`config.mk`:
```
export PLATFORM = sky130hd
export DESIGN_NAME = regfile_wb_scheduler_flat
export DESIGN_NICKNAME = d
export VERILOG_FILES = /design/src/rtl/regfile_wb_scheduler_if.sv /design/src/rtl/regfile_wb_scheduler.sv /design/src/flat_wrapper.sv
export SDC_FILE = /design/constraint.sdc
export NUM_CORES = 1
export LEC_CHECK = 0
export ABC_AREA = 1
export CORE_ASPECT_RATIO = 1.4
export CORE_MARGIN = 4
export CORE_UTILIZATION = 42
export DETAILED_ROUTE_END_ITERATION = 12
export PLACE_DENSITY_LB_ADDON = 0.05
export SLEW_MARGIN = 40
export SYNTH_ARGS = -nofsm -noshare
export SYNTH_HDL_FRONTEND = slang
export SYNTH_SLANG_ARGS = --single-unit
```
`constraint.sdc`:
```
create_clock -name clk -period 2.1 [get_ports clk]
set_input_delay 0.525 -clock clk [delete_from_list [all_inputs] [get_ports clk]]
set_output_delay 0.525 -clock clk [all_outputs]
set_load 0.03 [all_outputs]
```
`src/rtl/regfile_wb_scheduler_if.sv`:
```
// Writeback request bundle for regfile_wb_scheduler: two valid/ready requesters (ALU, load).
interface regfile_wb_scheduler_if #(
    parameter int DATA_WIDTH = 64,
    parameter int ADDR_WIDTH = 5
);
    logic                  wb0_valid;
    logic                  wb0_ready;
    logic [ADDR_WIDTH-1:0] wb0_reg;
    logic [DATA_WIDTH-1:0] wb0_data;
    logic                  wb1_valid;
    logic                  wb1_ready;
    logic [ADDR_WIDTH-1:0] wb1_reg;
    logic [DATA_WIDTH-1:0] wb1_data;

    modport master (
        output wb0_valid, wb0_reg, wb0_data,
        output wb1_valid, wb1_reg, wb1_data,
        input  wb0_ready, wb1_ready
    );

    modport slave (
        input  wb0_valid, wb0_reg, wb0_data,
        input  wb1_valid, wb1_reg, wb1_data,
        output wb0_ready, wb1_ready
    );
endinterface

```
`src/rtl/regfile_wb_scheduler.sv`:
```
// Arbitrates ALU/load writebacks onto the register file write port and tracks pending writes.
// Define REGWB_FIXED_PRIO_EN to give wb1 (load) fixed priority instead of round-robin.
module regfile_wb_scheduler #(
    parameter int DATA_WIDTH = 64,
    parameter int ADDR_WIDTH = 5,
    parameter int ZERO_REG   = 31
) (
    input  logic                           clk,
    input  logic                           reset_n,
    input  logic                           iss_valid,
    input  logic [ADDR_WIDTH-1:0]          iss_reg,
    regfile_wb_scheduler_if.slave          wb,
    output logic                           RegWrite,
    output logic [ADDR_WIDTH-1:0]          WriteRegister,
    output logic [DATA_WIDTH-1:0]          WriteData,
    input  logic [ADDR_WIDTH-1:0]          ReadRegister1,
    input  logic [ADDR_WIDTH-1:0]          ReadRegister2,
    output logic                           hazard1,
    output logic                           hazard2,
    output logic [(1<<ADDR_WIDTH)-1:0]     pending
);
    localparam logic [ADDR_WIDTH-1:0] ZREG = ADDR_WIDTH'(ZERO_REG);

    logic                         grant0;
    logic                         grant1;
    logic                         xfer;
    logic [ADDR_WIDTH-1:0]        sel_reg;
    logic [DATA_WIDTH-1:0]        sel_data;
    logic [(1<<ADDR_WIDTH)-1:0]   pending_next;

`ifdef REGWB_FIXED_PRIO_EN
    always_comb begin
        grant0 = 1'b0;
        grant1 = 1'b0;
        if (reset_n) begin
            if (wb.wb1_valid)      grant1 = 1'b1;
            else if (wb.wb0_valid) grant0 = 1'b1;
        end
    end
`else
    typedef enum logic {PREF_WB0, PREF_WB1} pref_t;
    pref_t pref;
    pref_t pref_next;

    always_ff @(posedge clk or negedge reset_n) begin
        if (!reset_n) pref <= PREF_WB0;
        else          pref <= pref_next;
    end

    // Grants are gated by reset_n so neither ready can rise while reset is held.
    always_comb begin
        grant0    = 1'b0;
        grant1    = 1'b0;
        pref_next = pref;
        if (reset_n) begin
            if (wb.wb0_valid && wb.wb1_valid) begin
                if (pref == PREF_WB0) grant0 = 1'b1;
                else                  grant1 = 1'b1;
            end else begin
                grant0 = wb.wb0_valid;
                grant1 = wb.wb1_valid;
            end
        end
        if (grant0) pref_next = PREF_WB1;
        if (grant1) pref_next = PREF_WB0;
    end
`endif

    assign wb.wb0_ready = grant0;
    assign wb.wb1_ready = grant1;
    assign xfer     = grant0 | grant1;
    assign sel_reg  = grant1 ? wb.wb1_reg  : wb.wb0_reg;
    assign sel_data = grant1 ? wb.wb1_data : wb.wb0_data;

    always_ff @(posedge clk or negedge reset_n) begin
        if (!reset_n) begin
            RegWrite      <= 1'b0;
            WriteRegister <= '0;
            WriteData     <= '0;
        end else begin
            RegWrite <= 1'b0;
            if (xfer && sel_reg != ZREG) begin
                RegWrite      <= 1'b1;
                WriteRegister <= sel_reg;
                WriteData     <= sel_data;
            end
        end
    end

    // Issue is applied after commit so a same-edge set on the same register wins.
    always_comb begin
        pending_next = pending;
        if (RegWrite) pending_next[WriteRegister] = 1'b0;
        if (iss_valid && iss_reg != ZREG) pending_next[iss_reg] = 1'b1;
        pending_next[ZREG] = 1'b0;
    end

    always_ff @(posedge clk or negedge reset_n) begin
        if (!reset_n) pending <= '0;
        else          pending <= pending_next;
    end

    assign hazard1 = (ReadRegister1 != ZREG) && pending[ReadRegister1];
    assign hazard2 = (ReadRegister2 != ZREG) && pending[ReadRegister2];
endmodule

```
`src/flat_wrapper.sv`:
```
// flat-port wrapper written by rule: the top's interface ports become plain ports
module regfile_wb_scheduler_flat 
#(
    parameter int DATA_WIDTH = 64,
    parameter int ADDR_WIDTH = 5,
    parameter int ZERO_REG   = 31
)
  (clk, reset_n, iss_valid, iss_reg, RegWrite, WriteRegister, WriteData, ReadRegister1, ReadRegister2, hazard1, hazard2, pending, wb_wb0_valid, wb_wb0_reg, wb_wb0_data, wb_wb1_valid, wb_wb1_reg, wb_wb1_data, wb_wb0_ready, wb_wb1_ready);
  regfile_wb_scheduler_if #(.DATA_WIDTH(DATA_WIDTH), .ADDR_WIDTH(ADDR_WIDTH)) wb_i ();
  input  logic clk;
  input  logic reset_n;
  input  logic iss_valid;
  input  logic [ADDR_WIDTH-1:0] iss_reg;
  output logic RegWrite;
  output logic [ADDR_WIDTH-1:0] WriteRegister;
  output logic [DATA_WIDTH-1:0] WriteData;
  input  logic [ADDR_WIDTH-1:0] ReadRegister1;
  input  logic [ADDR_WIDTH-1:0] ReadRegister2;
  output logic hazard1;
  output logic hazard2;
  output logic [(1<<ADDR_WIDTH)-1:0] pending;
  input wire logic [$bits(wb_i.wb0_valid)-1:0] wb_wb0_valid;
  input wire logic [$bits(wb_i.wb0_reg)-1:0] wb_wb0_reg;
  input wire logic [$bits(wb_i.wb0_data)-1:0] wb_wb0_data;
  input wire logic [$bits(wb_i.wb1_valid)-1:0] wb_wb1_valid;
  input wire logic [$bits(wb_i.wb1_reg)-1:0] wb_wb1_reg;
  input wire logic [$bits(wb_i.wb1_data)-1:0] wb_wb1_data;
  output wire logic [$bits(wb_i.wb0_ready)-1:0] wb_wb0_ready;
  output wire logic [$bits(wb_i.wb1_ready)-1:0] wb_wb1_ready;
  assign wb_i.wb0_valid = wb_wb0_valid;
  assign wb_i.wb0_reg = wb_wb0_reg;
  assign wb_i.wb0_data = wb_wb0_data;
  assign wb_i.wb1_valid = wb_wb1_valid;
  assign wb_i.wb1_reg = wb_wb1_reg;
  assign wb_i.wb1_data = wb_wb1_data;
  assign wb_wb0_ready = wb_i.wb0_ready;
  assign wb_wb1_ready = wb_i.wb1_ready;
  regfile_wb_scheduler #(.DATA_WIDTH(DATA_WIDTH), .ADDR_WIDTH(ADDR_WIDTH), .ZERO_REG(ZERO_REG)) u_core (.clk(clk), .reset_n(reset_n), .iss_valid(iss_valid), .iss_reg(iss_reg), .wb(wb_i), .RegWrite(RegWrite), .WriteRegister(WriteRegister), .WriteData(WriteData), .ReadRegister1(ReadRegister1), .ReadRegister2(ReadRegister2), .hazard1(hazard1), .hazard2(hazard2), .pending(pending));
endmodule
```
# --- Word-level counts from Yosys, hierarchy flattened ---
# Index checks and enable logic that the tools add are counted.
classes:
  n_addsub: 0
  multipliers: 0
  div_mod_pow: 0
  magnitude_cmp: 6
  n_eq_ne: 4
  shifts: 0
  n_mux: 21
  bitwise: 4
  n_reduce_logical: 8
ops:
  columns: ["operator", "n"]
  rows:
  - ["$mux W64", 1]
  - ["$mux W31", 2]
  - ["$and A31 B31 Y31", 1]
  - ["$not A31 Y31", 1]
  - ["$or A31 B31 Y31", 1]
  - ["$lt A5 B6 Y1 const B", 4]
  - ["$ne A5 B5 Y1 const B", 4]
  - ["$mux W1", 13]
  - ["$bmux W1 S5", 2]
  - ["$demux W1 S5", 2]
  - ["$ge A5 B1 Y1 const B", 2]
  - ["$logic_and A1 B1 Y1", 7]
  - ["$mux W5", 1]
  - ["$reduce_bool A2 Y1", 1]
  - ["$or A1 B1 Y1", 1]
word_totals:
  register_bits: 102
  latchBits: 0
  ramBits: 0
  romBits: 0
  output_inout_bits: 106
  mem_count: 0

# --- Longest topological paths before layout ---
# Gate-level depths: netlist of run 1.
depth:
  depth_word: 9
  mapped_depth: 13
  mapped_depth_nobuf: 11

# --- Worst setup path after synthesis of run 1 ---
# OpenSTA, ideal clock, no wires.
synth_path:
  path_type: "in2out"
  startpoint: "input port ReadRegister2[0]"
  endpoint: "output port hazard2"
  t_arrival_ns: 1.605
  setup_slack_ns: -0.030
  cell_stages: 10
  cell_sequence: "clkbuf_1 > buf_2 > o21ai_0 > o21ai_0 > nand2_1 > nand2_1 > inv_1 > nand2_1 > nand2_1 > nand2_1"
synth_via:
  elab_chain_cells: 3
synth_rtl:
  columns: ["item", "line_no", "source"]
  rows:
  - ["start: declaration", "flat_wrapper.sv:18", "input logic [ADDR_WIDTH-1:0] ReadRegister2;"]
  - ["$bmux W1 S5", "regfile_wb_scheduler.sv:104", "assign hazard2 = (ReadRegister2 != ZREG) && pending[ReadRegister2];"]
  - ["$mux W1 (not written as such)", "regfile_wb_scheduler.sv:104", null]
  - ["$logic_and A1 B1 Y1 (*)", "regfile_wb_scheduler.sv:104", null]
  - ["end: declaration", "flat_wrapper.sv:20", "output logic hazard2;"]
# Every way passes the cells marked *; elsewhere a longest branch is shown, timed or not. The select of a mux whose other input is x is not followed.

# --- Worst setup path after layout of run 1 ---
layout_path:
  startpoint: "input port wb_wb1_valid"
  endpoint: "output port wb_wb1_ready"
layout_via:
  elab_chain_cells: 3
layout_rtl:
  columns: ["item", "line_no", "source"]
  rows:
  - ["start: declaration", "flat_wrapper.sv:25", "input wire logic [$bits(wb_i.wb1_valid)-1:0] wb_wb1_valid;"]
  - ["$logic_and A1 B1 Y1", "regfile_wb_scheduler.sv:56", "if (wb.wb0_valid && wb.wb1_valid) begin"]
  - ["$mux W1 (*)", "regfile_wb_scheduler.sv:56", null]
  - ["$mux W1 (*)", "regfile_wb_scheduler.sv:55", "if (reset_n) begin"]
  - ["end: declaration", "flat_wrapper.sv:29", "output wire logic [$bits(wb_i.wb1_ready)-1:0] wb_wb1_ready;"]
# Every way passes the cells marked *; elsewhere a longest branch is shown, timed or not.

==> summary.txt, run 1 <==
Outcome
  • Status: finished clean

Die
  • I/O Pins: ~260
  • DIE AREA: approximately 15000 um^2
  • Die width: ~110 um
  • # rows: 49
  • Starting Density: 43.21%
  • Core box area: around 13000 um^2
  • Die height: around 140 um

Drt
  • Final ANT Viol Nets: 0
  • Initial DRT Pass Iterations: 4
  • WL final: 20260 um
  • Via Count: 6424
  • WL per Instance: 15.69 um
  • Post-route DRC: 0
  • Initial DRC count: 254
  • Vias per std cell: 4.976

Setup path
  • Worst setup SP type: primary input
  • CP top delay family: buffers and inverters
  • CP Cell Sequence: clkdlybuf4s50_1, nand2_1, inv_2, nand2_4, inv_4, buf_4
  • RR Endpoint: u_core.WriteRegister[2]$_DFFE_PN0P_
  • CP max-delay cell: clkdlybuf4s50_1
  • Top fanout value on the critical path: 5
  • WS Path Type: in -> out
  • Max stage delay on crit path: 470 ps
  • CP required: 1570 ps
  • Crit path depth: 6
  • Worst setup EP type: primary output
  • Worst r2r src: u_core.pref$_DFFE_PN0P_
  • Critical path arrival: 1520 ps
  • Crit path buf inv count: 4
  • R2R Setup Slk: 420 ps
  • Reg2reg path depth: 10

STA
  • Clock Skew: 8.443 ps
  • Final hold violations: 0
  • Slew Limit Fails: 0
  • Min cycle time layout: 2040 ps
  • Least-Margin Pin Slew: 600.9 ps
  • Fin crit share: a little over nine tenths
  • Relative slew slack: 59.94%
  • # setup viols final: 0
  • RSZ-0062 raised after global routing: yes
  • Setup TNS: 0 ps
  • Max Clock Freq: 490.1 MHz

Finish
  • Non-filler cells in the finished layout: ~1300
  • P&R area growth vs syn: 62.84%
  • Design Area, Final: 9146 um^2
  • Diodes inserted: 0
  • Final nets: 1266
  • Share of layout cells above drive strength 1: 8.985%

Power and ir drop
  • Power share of the clock group: 19.3%
  • Maximum vdd drop: between 500 and 600 uV
  • Comb power frac: between 40% and 50%
  • Net Switching: roughly 3600 uW
  • Sequential group share of total power: 34.4%
  • Power Dens Cells: between 900 and 1000 nW/um^2
  • Sw Share: 41.08%
  • Pint: 5160 uW
  • LEAKAGE: 0.004549 uW

Clock network
  • H-tree level count: 3
  • Reg clk slew, reported paths: 70 ps
  • CTS Buffer Depth: 2
  • Worst-skew pair later-pin latency: 340 ps
  • Root buffer cell: clkbuf_16
  • CTS buffer count: 9
  • CTS tree: yes
  • Clk sinks: 102

Synth
  • Post-synthesis simple-gate area fraction: 40.86%
  • Mapped cell area: roughly 5600 um^2
  • Mux share of post-synthesis cell area: 0%
  • Syn avg cell area: about 7 um^2
  • Synth unique cells: 22
  • Ys Warns: 0
  • Area leader, netlist: dfrtp_1
  • Mapped Cells: 826
  • Area share of the largest cell type after synthesis: 45.44%
  • Syn_nets: 984
  • Largest cells by area after synthesis: dfrtp_1 45%, nand2_1 28%, nand3_1 11%, o21ai_0 6.1%, inv_1 2.7%
  • Register area share after synthesis: a little under half
  • Xor/xnor cell area share of the yosys netlist: 0%
  • Main combinational cell family by area after synthesis: simple AND/OR/NAND/NOR gates
  • Compound-Gate Fraction of Synth Area: 6.950%
  • Adder-cell share of the synthesized area: 0%
  • #FFs+latches synth: 102

GRT
  • First-pass GRT wire length: 31560 um
  • Initial antenna violation count: 0
  • Largest net degree at the start of global routing: 68
  • Vias in the first global route: 6237
  • GRT Util Overall: a little over a quarter
  • Total gr overflow: 0

Placement
  • Post-placement cell count: 1265
  • Gp weighted congestion: 0.9373
  • Area after DPL: between 8000 and 9000 um^2
  • DP HPWL: about 16000 um
  • PortBufs: approximately 260

Job
  • MaxCap Viol Count: 0

Worst hold path
  • Worst hold path type: in -> async
-- cells in the mapped netlist (all sizes together) --
| cell | count |
|---|---|
| nand2 | 420 |
| a21oi | 2 |
| nor2 | 11 |
| dfrtp | 102 |
| o21ai | 70 |
| inv | 45 |
| clkinv | 2 |
| o21bai | 1 |
| o211ai | 2 |
| clkbuf | 5 |
| nand3 | 120 |
| nand3b | 1 |
| buf | 35 |
| nand4 | 9 |
| conb | 1 |
-- worst max path at each step --
stage	from	to	slack [ps]
after detailed placement	ReadRegister2[0]	hazard2	-450
after floorplan	ReadRegister2[0]	hazard2	30
after CTS	ReadRegister2[1]	hazard2	-9
final	wb_wb1_valid	wb_wb1_ready	60
after global routing	u_core.pending[29]$_DFF_PN0_	hazard2	-60
after global placement	ReadRegister2[0]	hazard2	-420
-- through the flow --
| step | hold WS, ps | total power (uW) | setup WS, ps | utilization, % |
|---|---|---|---|---|
| 2_1_floorplan | 229.4 | 4997 | 33.71 | - |
| 3_3_place_gp | 452.3 | 6970 | -417.8 | 66.69 |
| 3_5_place_dp | 457.2 | 7026 | -452.8 | 66.72 |
| 4_1_cts | 268.0 | 8748 | -9.138 | 69.50 |
| 5_1_grt | 294.8 | 9237 | -56.72 | 70.37 |
| 6_report | 254.0 | 8757 | 59.73 | 70.37 |
-- what timing repair did --
action	4_1_cts	5_1_grt
pin swaps	3	21
endpoints found under the setup margin	2	7
gates cloned	1	2
setup buffers	0	7
hold buffers	0	0
gates resized for setup	38	23
-- power by group through the flow --
stage | clock network [uW] | logic, uW | registers, uW
floorplan | 0 | 1020 | 3980
global placement | 0 | 3960 | 3010
detailed placement | 0 | 4000 | 3030
CTS | 1720 | 4030 | 3000
global route | 1800 | 4350 | 3080
finish | 1690 | 4050 | 3010
-- cell usage in the layout (no fill, tap or decap), types with 2 or more instances in the layout --
| cell | synthesis | layout |
|---|---|---|
| nand2_2 | 2 | 6 |
| buf_4 | 2 | 35 |
| clkdlybuf4s50_1 | 0 | 246 |
| nor2_1 | 11 | 8 |
| nand4_1 | 9 | 9 |
| dlymetal6s2s_1 | 0 | 4 |
| nand3_1 | 120 | 119 |
| inv_1 | 41 | 35 |
| nor2_4 | 0 | 2 |
| buf_6 | 1 | 7 |
| dfrtp_1 | 102 | 101 |
| o21ai_1 | 0 | 4 |
| clkbuf_16 | 0 | 9 |
| buf_12 | 0 | 10 |
| inv_4 | 0 | 3 |
| clkinv_4 | 0 | 3 |
| dlygate4sd2_1 | 0 | 3 |
| inv_2 | 4 | 8 |
| buf_2 | 27 | 3 |
| o21ai_0 | 69 | 65 |
| o211ai_1 | 2 | 2 |
| nand2_1 | 417 | 414 |
| inv_6 | 0 | 3 |
-- worst register-to-register path: cells and delay by family (launching register included) --
family	cells	cell delay, ps
buf+inv	2	310
flops	1	400
simple gates	6	590
compound gates	2	310
-- cell families after synthesis --
group	Yosys count
and+or+nand+nor	561
DFF	102
buffers and inverters	87
AOI/OAI and AO/OA	75
other	1
-- layer usage --
metal / vias up / part of all wire (%) / GRT usage [%]
met4: 0 / 2.7 / 9.823
li1: 3195 / - / -
met2: 259 / 55 / 50.54
met1: 2929 / 35 / 26.76
met5: - / 0 / 0
met3: 41 / 7.3 / 6.835
-- final cells by class --
type | instances | area (um^2)
fill | 1142 | 3851
timing repair buffer | 310 | 3138
multi-input combinational | 638 | 2736
sequential | 102 | 2554
clock buffer | 9 | 225.2
tap | 178 | 222.7
inverter | 47 | 188.9
clock inverter | 7 | 81.33
-- flip-flops by register name, indices dropped and copies added (netlist names) --
register,flops
u_core.pref,1
u_core.RegWrite,1
u_core.WriteData,64
u_core.pending,31
u_core.WriteRegister,5
No activity file was read; power rests on OpenSTA's default activity.
==> run 2, diff against run 1 <==
Settings changed: SETUP_SLACK_MARGIN set to 0.1, SLEW_MARGIN 40 to not set.
==> run 2 against run 1 <==
Compared with the run above:
- core utilization rose by 1.2 points
- clock skew rose by 0.72 ps
- flip-flop and latch count unchanged
- cell count rose by 0.23%
- global-route usage is 0.57 points higher
- setup slack got worse by 38 ps
- highest routed layer unchanged
==> summary.txt, run 2 (synthesized netlist as in run 1, its figures left out) <==
Die
  • # rows: 49
  • Starting Density: 43.21%
  • Die height: 144.8 um
  • I/O Pins: between 200 and 300
  • DIE AREA: around 15000 um^2
  • Core box area: 13000 um^2
  • Die width: around 110 um

GRT
  • Initial antenna violation count: 0
  • GRT Util Overall: 26.65%
  • Total gr overflow: 0
  • First-pass GRT wire length: 31890 um
  • Vias in the first global route: 6281
  • Largest net degree at the start of global routing: 71

Power and ir drop
  • LEAKAGE: around 0.0047 uW
  • Maximum vdd drop: 472.7 uV
  • Power Dens Cells: 940.8 nW/um^2
  • Power Total: 8754 uW

Clock network
  • Worst-skew pair later-pin latency: 350 ps
  • CTS buffer count: 9
  • Clk sinks: 102
  • H-tree level count: 3
  • CTS tree: yes
  • Reg clk slew, reported paths: 70 ps
  • CTS Buffer Depth: 2
  • Root buffer cell: clkbuf_16

Finish
  • Number of flip-flops in the largest register: 64
  • Final nets: 1269
  • P&R area growth vs syn: 65.67%
  • Fin util: 71.59%
  • Most frequent cells in the layout: 411 x nand2_1, 217 x clkdlybuf4s50_1, 118 x nand3_1
  • Diodes inserted: 0
  • Top Registers: u_core.WriteData (64), u_core.pending (31), u_core.WriteRegister (5)
  • Fillcell total: 1113
  • Largest Register: u_core.WriteData
  • Share of layout cells above drive strength 1: 9.588%
  • Most common cell after layout, fill and taps aside: nand2_1

STA
  • Slew Limit Fails: 0
  • Relative slew slack: 38.51%
  • Final hold violations: 0
  • Min Hold Slack: 215.9 ps
  • Setup TNS: 0 ps
  • Min cycle time layout: 2078 ps
  • Clock Skew: approximately 9.2 ps
  • Max Clock Freq: 481.2 MHz
  • RSZ-0062 raised after global routing: yes
  • Setup WS post-layout: 21.71 ps
  • # setup viols final: 0
  • Least-Margin Pin Slew: 922.4 ps
  • Fin crit share: 98.97%

Setup path
  • Crit path buf inv count: 4
  • CP max-delay cell: buf_12
  • Worst setup SP type: primary input
  • Worst setup EP type: primary output
  • Top fanout value on the critical path: 9
  • R2R Setup Slk: approximately 330 ps
  • CP required: 1570 ps
  • Max stage delay on crit path: about 130 ps
  • Reg2reg path depth: 12
  • RR Endpoint: u_core.WriteData[52]$_DFFE_PN0P_
  • Worst r2r src: u_core.pref$_DFFE_PN0P_
  • Crit path top cell by count: nand2_1
  • Critical path arrival: 1550 ps
  • CP Cell Sequence: buf_6, buf_12, nand2_1, nand2_1, nand2_1, o21ai_1, nand2_1, nand2_1, inv_1, nand2_1, nand2_1, nand2_2, buf_6
  • WS Path Type: in -> out
  • CP top delay family: simple AND/OR/NAND/NOR gates

Placement
  • Gp weighted congestion: between 0.9 and 1
  • DP HPWL: ~16000 um
  • Post-Place Worst Slack: -465.2 ps
  • PortBufs: between 200 and 300

Drt
  • Initial DRC count: 319
  • Via Count: 6505
  • Final ANT Viol Nets: 0
  • WL per Instance: 16.58 um
  • Initial DRT Pass Iterations: 5
  • WL final: between 20000 and 25000 um
  • Vias per std cell: about 5.0
  • Post-route DRC: 0

Outcome
  • Status: finished clean

Job
  • MaxCap Viol Count: 0

Worst hold path
  • Worst hold path type: in -> async
==> run 2: through the flow <==
step	cell area (um^2)	cells
final	9305	1294
after CTS	9045	1285
after floorplan	5628	826
after global routing	9305	1294
after detailed placement	8666	1266
after global placement	8666	1266
==> run 2: worst max path at each step <==
stage | startpoint | to | slack, ps | cells after the start
2_1_floorplan | ReadRegister2[0] | hazard2 | 100 | 11
3_3_place_gp | ReadRegister2[0] | hazard2 | -480 | 12
3_5_place_dp | ReadRegister2[0] | hazard2 | -470 | 12
4_1_cts | ReadRegister2[0] | hazard2 | 30 | 13
5_1_grt | u_core.pending[24]$_DFF_PN0_ | hazard2 | -60 | 11
6_report | ReadRegister2[0] | hazard2 | 20 | 13
==> run 2: what timing repair did <==
item,in CTS,in global routing
pin swaps,6,19
setup buffers,2,4
resized for setup,61,33
cloned,1,5
hold buffers,0,0
endpoints found under the hold margin,0,0
endpoints found under the setup margin,19,87
==> run 2: cell type report <==
class	instances	area [um^2]	share of cell area, %
tap	178	222.7	2.393
clock buffer	9	225.2	2.420
inverter	47	188.9	2.030
clock inverter	7	86.33	0.9278
timing repair buffer	314	3263	35.07
multi-input combinational	637	2766	29.73
sequential	102	2552	27.43
==> run 2: metal layers <==
| metal | routed length, um | global-route usage [%] | up-vias |
|---|---|---|---|
| li1 | - | - | 3204 |
| met5 | 0 | 0 | - |
| met1 | 7542 | 27.90 | 2998 |
| met2 | 11760 | 50.44 | 251 |
| met4 | 875 | 12.69 | 0 |
| met3 | 1282 | 5.992 | 52 |
==> run 2: where the power goes <==
group          internal [uW]  total [uW]  switching, uW  leakage (uW)
sequential              2500        3000            493       0.00120
clock                    952        1760            809      0.000150
combinational           1630        4000           2360       0.00333
